### src/rtl/mem_cmd_queue.sv
// -----------------------------------------------------------------------------
// mem_cmd_queue
//
// Request front-end for memory_controller. User read/write requests are
// buffered in a DEPTH-entry FIFO and issued one at a time on the controller's
// cmd/addr/dq/ready interface. After each command the block waits for the
// controller's valid flag. It then returns exactly one response per request:
// read data, or an error if valid does not arrive within TIMEOUT cycles.
//
// Handshake semantics:
//   req_valid/req_ready : a request is taken on a rising edge where both are 1.
//                         req_ready is registered (= !full) and may fall
//                         only after the edge that fills the queue.
//   mc_ready            : one-cycle command strobe. The command stays stable
//                         until the response cycle.
//   mc_valid            : sampled only while waiting. It is ignored at all
//                         other times.
//   rsp_valid           : one-cycle pulse with no back-pressure.
//
// Ports:
//   clk, rst            clock (rising edge), async active-low reset
//   req_valid/ready     user request handshake
//   req_we/addr/wdata   request type, address and write data
//   rsp_valid/we/err    response strobe, request type and timeout flag
//   rsp_rdata           read data (0 for writes and errors)
//   q_count             queued entries, excluding the one in flight
//   mc_cmd/addr/ready   command toward the controller
//   mc_valid, mc_dq_i   completion flag and read data from the controller
//   mc_dq_o, mc_dq_oe   write data and its output enable
//   fsm_state           current FSM state (IDLE=0, ISSUE=1, WAIT=2, RESP=3)
// -----------------------------------------------------------------------------
module mem_cmd_queue #(
    parameter int DEPTH   = 4,
    parameter int ADDR_W  = 25,
    parameter int DATA_W  = 16,
    parameter int TIMEOUT = 64
) (
    input  logic                     clk,
    input  logic                     rst,
    input  logic                     req_valid,
    output logic                     req_ready,
    input  logic                     req_we,
    input  logic [ADDR_W-1:0]        req_addr,
    input  logic [DATA_W-1:0]        req_wdata,
    output logic                     rsp_valid,
    output logic                     rsp_we,
    output logic                     rsp_err,
    output logic [DATA_W-1:0]        rsp_rdata,
    output logic [$clog2(DEPTH):0]   q_count,
    output logic [1:0]               mc_cmd,
    output logic [ADDR_W-1:0]        mc_addr,
    output logic                     mc_ready,
    input  logic                     mc_valid,
    output logic [DATA_W-1:0]        mc_dq_o,
    output logic                     mc_dq_oe,
    input  logic [DATA_W-1:0]        mc_dq_i,
    output logic [1:0]               fsm_state
);

    localparam int PW = $clog2(DEPTH);
    localparam int CW = PW + 1;
    localparam int TW = $clog2(TIMEOUT);
    localparam logic [TW-1:0] TO_LAST = TW'(TIMEOUT - 1);
    localparam logic [CW-1:0] FULL_CNT = CW'(DEPTH);

    typedef enum logic [1:0] {
        S_IDLE  = 2'd0,
        S_ISSUE = 2'd1,
        S_WAIT  = 2'd2,
        S_RESP  = 2'd3
    } state_t;

    state_t state, state_nxt;

    // FIFO storage. The entries need no reset because the pointers and count
    // decide which entries are valid.
    logic              fifo_we    [DEPTH];
    logic [ADDR_W-1:0] fifo_addr  [DEPTH];
    logic [DATA_W-1:0] fifo_wdata [DEPTH];

    logic [PW-1:0] wr_ptr, rd_ptr;
    logic [CW-1:0] count, count_nxt;

    logic              iss_we;
    logic [ADDR_W-1:0] iss_addr;
    logic [DATA_W-1:0] iss_wdata;

    logic [TW-1:0] wait_cnt;
    logic          push, pop, wait_done;

    // A full queue keeps req_ready low, so a pop in the same cycle cannot
    // make room for a push until the next cycle.
    assign push      = req_valid && req_ready;
    assign pop       = (state == S_IDLE) && (count != '0);
    assign wait_done = (state == S_WAIT) && (mc_valid || (wait_cnt == TO_LAST));

    always_comb begin
        count_nxt = count + CW'(push) - CW'(pop);
    end

    always_ff @(posedge clk) begin
        if (push) begin
            fifo_we[wr_ptr]    <= req_we;
            fifo_addr[wr_ptr]  <= req_addr;
            fifo_wdata[wr_ptr] <= req_wdata;
        end
    end

    always_ff @(posedge clk or negedge rst) begin
        if (!rst) begin
            wr_ptr    <= '0;
            rd_ptr    <= '0;
            count     <= '0;
            req_ready <= 1'b1;
        end else begin
            if (push) wr_ptr <= wr_ptr + PW'(1);
            if (pop)  rd_ptr <= rd_ptr + PW'(1);
            count     <= count_nxt;
            req_ready <= (count_nxt != FULL_CNT);
        end
    end

    // Issue registers hold the in-flight request from ISSUE through RESP.
    // Write data is zeroed for reads so dq_o never shows stale data.
    always_ff @(posedge clk or negedge rst) begin
        if (!rst) begin
            iss_we    <= 1'b0;
            iss_addr  <= '0;
            iss_wdata <= '0;
        end else if (pop) begin
            iss_we    <= fifo_we[rd_ptr];
            iss_addr  <= fifo_addr[rd_ptr];
            iss_wdata <= fifo_we[rd_ptr] ? fifo_wdata[rd_ptr] : '0;
        end
    end

    always_ff @(posedge clk or negedge rst) begin
        if (!rst) begin
            wait_cnt <= '0;
        end else if (state == S_WAIT) begin
            wait_cnt <= wait_cnt + TW'(1);
        end else begin
            wait_cnt <= '0;
        end
    end

    // A completion in the final wait cycle takes priority over the timeout.
    always_ff @(posedge clk or negedge rst) begin
        if (!rst) begin
            rsp_we    <= 1'b0;
            rsp_err   <= 1'b0;
            rsp_rdata <= '0;
        end else if (wait_done) begin
            rsp_we    <= iss_we;
            rsp_err   <= !mc_valid;
            rsp_rdata <= (mc_valid && !iss_we) ? mc_dq_i : '0;
        end
    end

    always_ff @(posedge clk or negedge rst) begin
        if (!rst) state <= S_IDLE;
        else      state <= state_nxt;
    end

    always_comb begin
        state_nxt = state;
        mc_cmd    = 2'b00;
        mc_ready  = 1'b0;
        mc_dq_oe  = 1'b0;
        rsp_valid = 1'b0;
        case (state)
            S_IDLE: begin
                if (count != '0) state_nxt = S_ISSUE;
            end
            S_ISSUE: begin
                mc_ready  = 1'b1;
                mc_cmd    = iss_we ? 2'b10 : 2'b01;
                mc_dq_oe  = iss_we;
                state_nxt = S_WAIT;
            end
            S_WAIT: begin
                mc_cmd   = iss_we ? 2'b10 : 2'b01;
                mc_dq_oe = iss_we;
                if (wait_done) state_nxt = S_RESP;
            end
            S_RESP: begin
                rsp_valid = 1'b1;
                state_nxt = S_IDLE;
            end
            default: state_nxt = S_IDLE;
        endcase
    end

    assign mc_addr   = iss_addr;
    assign mc_dq_o   = iss_wdata;
    assign q_count   = count;
    assign fsm_state = state;

endmodule
### config.mk
export PLATFORM = sky130hd
export DESIGN_NAME = mem_cmd_queue
export DESIGN_NICKNAME = d
export VERILOG_FILES = /design/src/rtl/mem_cmd_queue.sv
export SDC_FILE = /design/constraint.sdc
export NUM_CORES = 1
export LEC_CHECK = 0
export ABC_AREA = 1
export CORE_ASPECT_RATIO = 0.8
export CORE_MARGIN = 4
export CORE_UTILIZATION = 40
export DETAILED_ROUTE_END_ITERATION = 10
export GPL_TIMING_DRIVEN = 1
export PLACE_DENSITY = 0.65
export SYNTH_ARGS = -nofsm -noshare
export SYNTH_HDL_FRONTEND = slang
export SYNTH_SLANG_ARGS = --single-unit
### constraint.sdc
create_clock -name clk -period 8.6 [get_ports clk]
set_input_delay 1.72 -clock clk [delete_from_list [all_inputs] [get_ports clk]]
set_output_delay 1.72 -clock clk [all_outputs]
set_load 0.05 [all_outputs]
==> results.yml, run 1 <==
power_and_ir_drop:
  seqPwrFrac_pct: 36.7
  p_leak_uw: 0.004791
  p_per_area_mw_per_mm2: 378.1
  p_sw_uw: 1851
  combPwrFrac_pct: 40.9
  p_int_uw: 2726
  clkPwrFrac_pct: 22.4
  switching_share_pct: 40.45
  peakVddDrop_mv: 0.3189
synthesis:
  yosysUniqueCellTypes: 33
  yosysSeqAreaShare_pct: 70.96
  yosysWarnings: 0
  synth_top_area_share_pct: 51.52
  synth_edf_count: 168
  synth-seq-cells: 244
  postSynthCellCount: 852
  syn_avg_cell_area_um2: 11.49
  ys.flop_type: "edfxtp_1"
  netlist_area_mm2: 0.009792
  synth_area_leaders: "edfxtp_1 (52%), dfrtp_1 (19%), nand2_1 (7.1%)"
  synth_nets: 927
  async_reset_ff_share_pct: 31.15
  yosysTopAreaCell: "edfxtp_1"
floorplan:
  dieArea_mm2: 0.02706
  core_area_mm2: 0.02371
  std_cell_rows: 50
  initial_core_util_pct: 41.30
  io_pins: 132
  die_w_um: 182.9
  die_h_um: 147.9
detailed_routing:
  routed_wl_um: 21150
  wl_met1_um: 9601
  drt_first_iter_violations: 501
  drc: 0
  highest_layer: "met4"
  wl_met2_um: 9880
  vias_per_cell: 4.789
  ant_nets: 0
  wl_per_cell_um: 16.18
  num_vias: 6259
  first_pass_iters: 5
  wl_met3_um: 1277
sta:
  worst-slew-pin-transition_ns: 1.019
  fin_tns_setup_ns: 0
  fin_crit_ns: 3.991
  timing.final.max_slew_violations: 0
  fmax_mhz: 250.6
  finalSetupViolCount: 0
  fin_worst_skew_ns: 0.008149
  fin_crit_sh_pct: 46.40
  rsz0062_at_grt: "false"
  slew_headroom_pct: 31.82
  hold_viol_final: 0
place:
  portBuffers: 131
  finalWeightedCongestion: 0.7341
  dp_hpwl_um: 12260
critical_path:
  crit_type: "reg2out"
  timing.rr.start: "fsm_state[0]"
  worstPathMaxFanout: 5
  endpoint: "mc_cmd[0]"
  critPathLaunchType: "flip-flop"
  cp-end-kind: "primary output"
  cp-startpoint: "fsm_state[0]"
  r2r_slack_ns: 5.27
  required_ns: 6.88
  timing.rr.end: "req_ready"
  reg2regPathDepth: 10
  arrival_ns: 2.27
layout:
  num_antenna_cells: 0
  nNetsFinal: 1052
  final_common_cell: "nand2_1"
  fillers: 2063
  final_core_util_pct: 51.06
  final_cell_mix: "nand2_1 (184), edfxtp_1 (168), nor2_1 (158)"
  synthToLayoutAreaGrowth_pct: 23.63
  drive_above_1_share_pct: 8.744
worst_hold_path:
  hold_path.class: "reg2reg"
  hold_depth: 1
global_routing:
  grt_pass1_wl_um: 33640
  grt-ovfl-total: 0
  grt_usage_pct: 15.36
  grt_max_degree: 102
  antenna_found_initial: 0
  grt_pass1_vias: 6279
job:
  drv_cap: 0
cts:
  root_buffer: "clkbuf_16"
  tritoncts: "yes"
  post_cts_buffers: 0
  numCtsBuffers: 25
  cts_resized: 0
  clockBufferDepth: 3
  cts.htree.levels: 1
  postCtsHoldBufs: 0
  insertion_delay_ns: 0.51
  clk_pin_slew_ns: 0.06
  clkSinkCount: 244
status:
  outcome: "finished clean"
[power groups by stage]
stage	combinational, µW	clock, µW	sequential, µW
global placement	1870	0	1700
floorplan	941	0	2100
detailed placement	1890	0	1700
finish	1870	1030	1680
global route	2070	1100	1700
CTS	1910	1050	1680
[critical path: stages, from the launching register on]
cell and delay, ns:
dfrtp_1 0.41, inv_1 0.10, ha_1 0.33, inv_1 0.05
nor2_1 0.07, clkdlybuf4s50_1 0.81
[sequential cells by signal (all words and copies together) (netlist names), 3 cells and up]
signal	count
fifo_addr	100
fifo_wdata	64
mc_addr	25
mc_dq_o	16
rsp_rdata	16
wait_cnt	6
fifo_we	4
q_count	3
[cell families after synthesis]
group                    Yosys count  synth area share (%)
adder cells (fa/ha/maj)           13                 1.738
buffers and inverters             81                 4.178
AND/OR/NAND/NOR                  407                 16.84
XOR/XNOR                           4                0.3578
AO/OA/AOI/OAI                    103                 5.929
flip-flops                       244                 70.96
[how the worst min path moves through the flow]
stage | end | startpoint | slack [ns]
floorplan | wait_cnt[0] | wait_cnt[0] | 0.43
global placement | wait_cnt[0] | wait_cnt[0] | 0.45
detailed placement | wait_cnt[0] | wait_cnt[0] | 0.45
CTS | wait_cnt[0] | wait_cnt[0] | 0.46
global route | wait_cnt[0] | wait_cnt[0] | 0.47
finish | wait_cnt[0] | wait_cnt[0] | 0.46
[per-layer routing]
metal	vias to the layer above	global-route usage (%)
met2	159	25.04
met1	2986	21.77
li1	3085	-
met3	29	2.608
met4	0	3.537
met5	-	0
[cell usage after synthesis, types with 2 or more instances]
cell type and n:
nand2_4 2, or2_2 10, ha_1 12, or2_0 4, buf_6 6, clkbuf_2 3
xor2_1 3, nand2_2 2, buf_2 19, nor2_1 162, o21ai_0 53, nand2_1 184
clkbuf_1 5, buf_4 8, edfxtp_1 168, a21oi_1 28, o21ai_2 14, nand3_1 37
inv_1 36, inv_2 3, or2_1 2, o21ai_1 4, a21oi_2 2, dfrtp_1 75
nor2_2 2
[stage by stage]
stage	std cells	area [µm²]	power [µW]	setup slack (ns)	hold slack, ns
after floorplan	852	9792	3041	4.481	0.4292
after global placement	1262	11330	3566	4.776	0.4512
after detailed placement	1262	11330	3596	4.738	0.4536
after CTS	1307	12110	4634	4.576	0.4615
after global routing	1307	12110	4871	4.469	0.4690
final	1307	12110	4577	4.609	0.4637
[layout make-up]
cell class	count	area (µm²)	share of cell area, %
Sequential cell	244	6953	57.44
Multi-Input combinational cell	527	2465	20.36
Timing Repair Buffer	139	1369	11.31
Clock buffer	36	706.9	5.840
Tap cell	312	390.4	3.225
Inverter	40	152.6	1.261
Clock inverter	9	68.82	0.5685
No activity file was read; power rests on OpenSTA's default activity.
==> inputs of run 2 (changes only) <==
--- a/config.mk
+++ b/config.mk
@@ -11,7 +11,7 @@
 export CORE_UTILIZATION = 40
 export DETAILED_ROUTE_END_ITERATION = 10
 export GPL_TIMING_DRIVEN = 1
-export PLACE_DENSITY = 0.65
+export PLACE_DENSITY = 0.68
 export SYNTH_ARGS = -nofsm -noshare
 export SYNTH_HDL_FRONTEND = slang
 export SYNTH_SLANG_ARGS = --single-unit
==> constraint.sdc (replaced) <==
create_clock -name clk -period 3.3 [get_ports clk]
set_input_delay 0.66 -clock clk [delete_from_list [all_inputs] [get_ports clk]]
set_output_delay 0.66 -clock clk [all_outputs]
set_load 0.05 [all_outputs]
==> results.yml, run 2 (same netlist as run 1, synthesis figures left out) <==
critical_path:
  arrival_ns: 2.29
  cpMostUsedCell: "inv_1"
  critPathLaunchType: "flip-flop"
  worstPathMaxFanout: 5
  worst_path_largest_cell_delay_ns: 0.80
  required_ns: 2.64
  path_cells: "inv_1 > ha_1 > inv_1 > nor2_1 > clkdlybuf4s50_1"
  crit_type: "reg2out"
  critPathSlowestCell: "clkdlybuf4s50_1"
  cp-end-kind: "primary output"
layout:
  num_antenna_cells: 0
  nNetsFinal: 1058
  final_cell_mix: "nand2_1 (184), edfxtp_1 (168), nor2_1 (158)"
  largest_reg_flops: 100
  top_register: "fifo_addr"
  final_common_cell: "nand2_1"
  synthToLayoutAreaGrowth_pct: 24.94
  drive_above_1_share_pct: 9.690
floorplan:
  die_h_um: 147.9
  std_cell_rows: 50
  core_area_mm2: 0.02371
  io_pins: 132
  initial_core_util_pct: 41.30
  dieArea_mm2: 0.02706
  die_w_um: 182.9
place:
  portBuffers: 131
  finalWeightedCongestion: 0.7329
  dp_hpwl_um: 12860
detailed_routing:
  wl_met2_um: 9513
  drc: 0
  wl_met3_um: 1172
  wl_met1_um: 9728
  highest_layer: "met5"
  num_vias: 6268
  wl_per_cell_um: 15.86
  first_pass_iters: 5
  ant_nets: 0
  drt_first_iter_violations: 452
  vias_per_cell: 4.774
  routed_wl_um: 20820
cts:
  insertion_delay_ns: 0.51
  numCtsBuffers: 25
  root_buffer: "clkbuf_16"
  cts.htree.levels: 1
  clkSinkCount: 244
  clockBufferDepth: 3
  tritoncts: "yes"
  postCtsHoldBufs: 0
  cts_resized: 0
  clk_pin_slew_ns: 0.06
  post_cts_buffers: 0
sta:
  fmax_mhz: 339.2
  fin_worst_skew_ns: 0.008647
  fin_tns_setup_ns: 0
  fin_crit_sh_pct: 89.33
  slew_headroom_pct: 56.70
  rsz0062_at_grt: "false"
  finalSetupViolCount: 0
  fin_crit_ns: 2.948
  timing.final.max_slew_violations: 0
  hold_viol_final: 0
  holdWs_ns: 0.09790
  worst-slew-pin-transition_ns: 0.6495
power_and_ir_drop:
  combPwrFrac_pct: 39.0
  p_sw_uw: 4837
  p_per_area_mw_per_mm2: 995.2
  p_total_uw: 12180
  p_leak_uw: 0.004861
  peakVddDrop_mv: 0.5857
  seqPwrFrac_pct: 37.2
  p_int_uw: 7339
  switching_share_pct: 39.73
  clkPwrFrac_pct: 23.9
global_routing:
  grt-ovfl-total: 0
  grt_usage_pct: 15.26
  grt_pass1_vias: 6150
  antenna_found_initial: 1
  grt_pass1_wl_um: 33380
  grt_max_degree: 61
job:
  drv_cap: 0
worst_hold_path:
  hold_path.class: "in2async"
status:
  outcome: "finished clean"
==> run 2: changes by cell type in the layout (fill, tap and decap cells not counted) <==
| cell | change |
|---|---|
| buf_4 | +5 |
| bufinv_16 | +3 |
| clkbuf_1 | -2 |
| clkinv_1 | -2 |
| clkinv_2 | +2 |
| buf_12 | +1 |
| clkbuf_8 | -1 |
==> run 2: final cells by class <==
class / instances / area [µm²]
flip-flops and latches: 244 / 6953
clock buffers: 33 / 685.7
inverters: 40 / 152.6
fillers: 2049 / 11480
well taps: 312 / 390.4
clock inverters: 12 / 161.4
repair buffers: 145 / 1426
multi-input cells: 527 / 2465
==> run 2: metrics by stage <==
stage               cell area, µm²  cells  utilization [%]  setup WS (ns)
finish                       12230   1313            51.60         0.3520
global route                 12230   1313            51.60         0.2239
CTS                          12230   1313            51.60         0.3262
detailed placement           11390   1268            48.03         0.8232
global placement             11390   1268            48.03         0.8142
floorplan                     9792    852                -         0.1530
==> run 2: power by group through the flow <==
stage | sequential, µW | clock, µW | combinational, µW
floorplan | 5470 | 0 | 2450
global placement | 4580 | 0 | 4730
detailed placement | 4590 | 0 | 4790
CTS | 4540 | 2950 | 4820
global route | 4620 | 3100 | 5230
finish | 4530 | 2900 | 4740
==> run 2: final timing paths <==
| kind | depth (start not counted) | slack, ns | endpoint | start |
|---|---|---|---|---|
| max | 5 | 0.35 | mc_cmd[0] | fsm_state[0] |
| min | 1 | 0.1 | mc_addr[6] | rst |
| max reg2reg | 10 | 1.20 | req_ready | fsm_state[0] |
| min reg2reg | 1 | 0.45 | wait_cnt[0] | wait_cnt[0] |
| max in group asynchronous | 2 | 2.47 | mc_dq_o[15] | rst |
| min in group clk | 1 | 0.45 | wait_cnt[0] | wait_cnt[0] |
==> run 2: critical path: cells and delay by family, from the launching register on <==
family | cells | cell delay (ns)
buffers and inverters | 3 | 0.96
flip-flops | 1 | 0.41
adder cells (fa/ha/maj) | 1 | 0.33
AND/OR/NAND/NOR | 1 | 0.07
==> run 2: routing by layer <==
layer / track usage (%) / vias to the layer above
li1: - / 3100
met4: 3.611 / 2
met5: 0 / -
met2: 24.00 / 156
met3: 2.952 / 28
met1: 22.13 / 2982
==> inputs of run 3 (changes only) <==
--- a/config.mk
+++ b/config.mk
@@ -7,7 +7,7 @@
 export LEC_CHECK = 0
 export ABC_AREA = 1
 export CORE_ASPECT_RATIO = 0.8
-export CORE_MARGIN = 4
+export CORE_MARGIN = 8
 export CORE_UTILIZATION = 40
 export DETAILED_ROUTE_END_ITERATION = 10
 export GPL_TIMING_DRIVEN = 1
==> results.yml, run 3 (same netlist as run 1, synthesis figures left out) <==
power_and_ir_drop:
  combPwrFrac_pct: 39.5
  p_sw_uw: 4829
  p_per_area_mw_per_mm2: 998.1
  peakVddDrop_mv: 0.5776
  p_int_uw: 7445
  seqPwrFrac_pct: 36.3
  clkPwrFrac_pct: 24.2
  switching_share_pct: 39.34
  p_leak_uw: 0.004876
sta:
  fin_crit_ns: 2.942
  hold_viol_final: 0
  fin_crit_sh_pct: 89.15
  fin_worst_skew_ns: 0.01919
  timing.final.max_slew_violations: 0
  finalSetupViolCount: 0
  fin_tns_setup_ns: 0
  slew_headroom_pct: 57.53
  rsz0062_at_grt: "false"
  worst-slew-pin-transition_ns: 0.6371
  fmax_mhz: 339.9
global_routing:
  grt-ovfl-total: 0
  grt_pass1_vias: 6268
  antenna_found_initial: 1
  grt_usage_pct: 13.95
  grt_max_degree: 49
  grt_pass1_wl_um: 33290
floorplan:
  core_area_mm2: 0.02418
  dieArea_mm2: 0.02977
  initial_core_util_pct: 40.49
  std_cell_rows: 51
  die_w_um: 190.9
  die_h_um: 155.9
  io_pins: 132
layout:
  instances_no_fill: 1320
  drive_above_1_share_pct: 9.581
  num_antenna_cells: 0
  fillers: 2098
  nNetsFinal: 1059
  synthToLayoutAreaGrowth_pct: 25.58
  regArea_mm2: 0.006953
  final_common_cell: "nand2_1"
  multi_input_area_mm2: 0.002465
  largest_reg_flops: 100
  top_register: "fifo_addr"
  final_cell_mix: "nand2_1 (184), edfxtp_1 (168), nor2_1 (158)"
critical_path:
  worstPathMaxFanout: 5
  critPathSlowestCell: "clkdlybuf4s50_1"
  path_cells: "inv_1 > ha_1 > inv_1 > nor2_1 > clkdlybuf4s50_1"
  cpMostUsedCell: "inv_1"
  required_ns: 2.64
  crit_type: "reg2out"
  worst_path_largest_cell_delay_ns: 0.81
  arrival_ns: 2.28
  cp-end-kind: "primary output"
  critPathLaunchType: "flip-flop"
cts:
  post_cts_buffers: 0
  clkSinkCount: 244
  cts_resized: 0
  clk_pin_slew_ns: 0.06
  cts.htree.levels: 1
  root_buffer: "clkbuf_16"
  tritoncts: "yes"
  clockBufferDepth: 3
  postCtsHoldBufs: 0
  insertion_delay_ns: 0.52
  numCtsBuffers: 25
detailed_routing:
  vias_per_cell: 4.761
  drc: 0
  routed_wl_um: 20960
  first_pass_iters: 4
  wl_per_cell_um: 15.88
  ant_nets: 0
  drt_first_iter_violations: 316
  num_vias: 6284
job:
  drv_cap: 0
place:
  dp_hpwl_um: 12920
  finalWeightedCongestion: 0.7535
  portBuffers: 131
  dpl.cell_count: 1275
worst_hold_path:
  hold_path.class: "in2async"
status:
  outcome: "finished clean"
run 3: cell count changes in the layout (fill, tap and decap cells not counted), sizes merged:
| cell | delta |
|---|---|
| buf | +1 |
| clkbuf | +2 |
| bufinv | +1 |
| clkinv | -3 |
run 3: final cells by class:
cell class | count | area share (%)
timing repair buffer | 146 | 11.86
tap | 318 | 3.236
clock inverter | 10 | 1.435
clock buffer | 35 | 5.637
multi-input combinational | 527 | 20.04
sequential | 244 | 56.54
inverter | 40 | 1.241
run 3: final timing paths:
| path | from | endpoint | slack (ns) | cells after the start |
|---|---|---|---|---|
| max | fsm_state[0] | mc_cmd[0] | 0.36 | 5 |
| min | rst | mc_addr[11] | 0.17 | 1 |
| max reg2reg | fsm_state[0] | req_ready | 1.21 | 10 |
| min reg2reg | wait_cnt[0] | wait_cnt[0] | 0.46 | 1 |
| max in group asynchronous | rst | rsp_rdata[13] | 2.39 | 2 |
| min in group clk | wait_cnt[0] | wait_cnt[0] | 0.46 | 1 |
run 3: power groups by stage:
stage | combinational, µW | sequential, µW | clock, µW
floorplan | 2450 | 5470 | 0
global placement | 4850 | 4500 | 0
detailed placement | 4910 | 4520 | 0
CTS | 4940 | 4470 | 3020
global route | 5320 | 4540 | 3150
finish | 4840 | 4460 | 2970
run 3: per-layer routing:
metal  track usage [%]  vias to the layer above  wire, µm
met4             2.876                        2       269
li1                  -                     3093         -
met3             3.128                       30      1508
met2             22.34                      161      9395
met1             19.22                     2998      9769
met5                 0                        -        13
run 3: stage by stage:
stage	cell area (µm²)	hold WS [ns]	util (%)	power, µW	setup WS, ns
6_report	12300	0.1692	50.85	12270	0.3581
5_1_grt	12300	0.2123	50.85	13010	0.2566
4_1_cts	12300	0.1875	50.85	12430	0.3314
3_5_place_dp	11430	0.4505	47.25	9428	0.7153
3_3_place_gp	11430	0.4470	47.25	9354	0.7250
2_1_floorplan	9792	0.3644	-	7924	0.1530
run 3: critical path, delay by kind of cell, from the launching register on:
family        cells  cell delay (ns)
simple gates      1             0.08
buf+inv           3             0.96
fa+ha+maj         1             0.33
flops             1             0.42
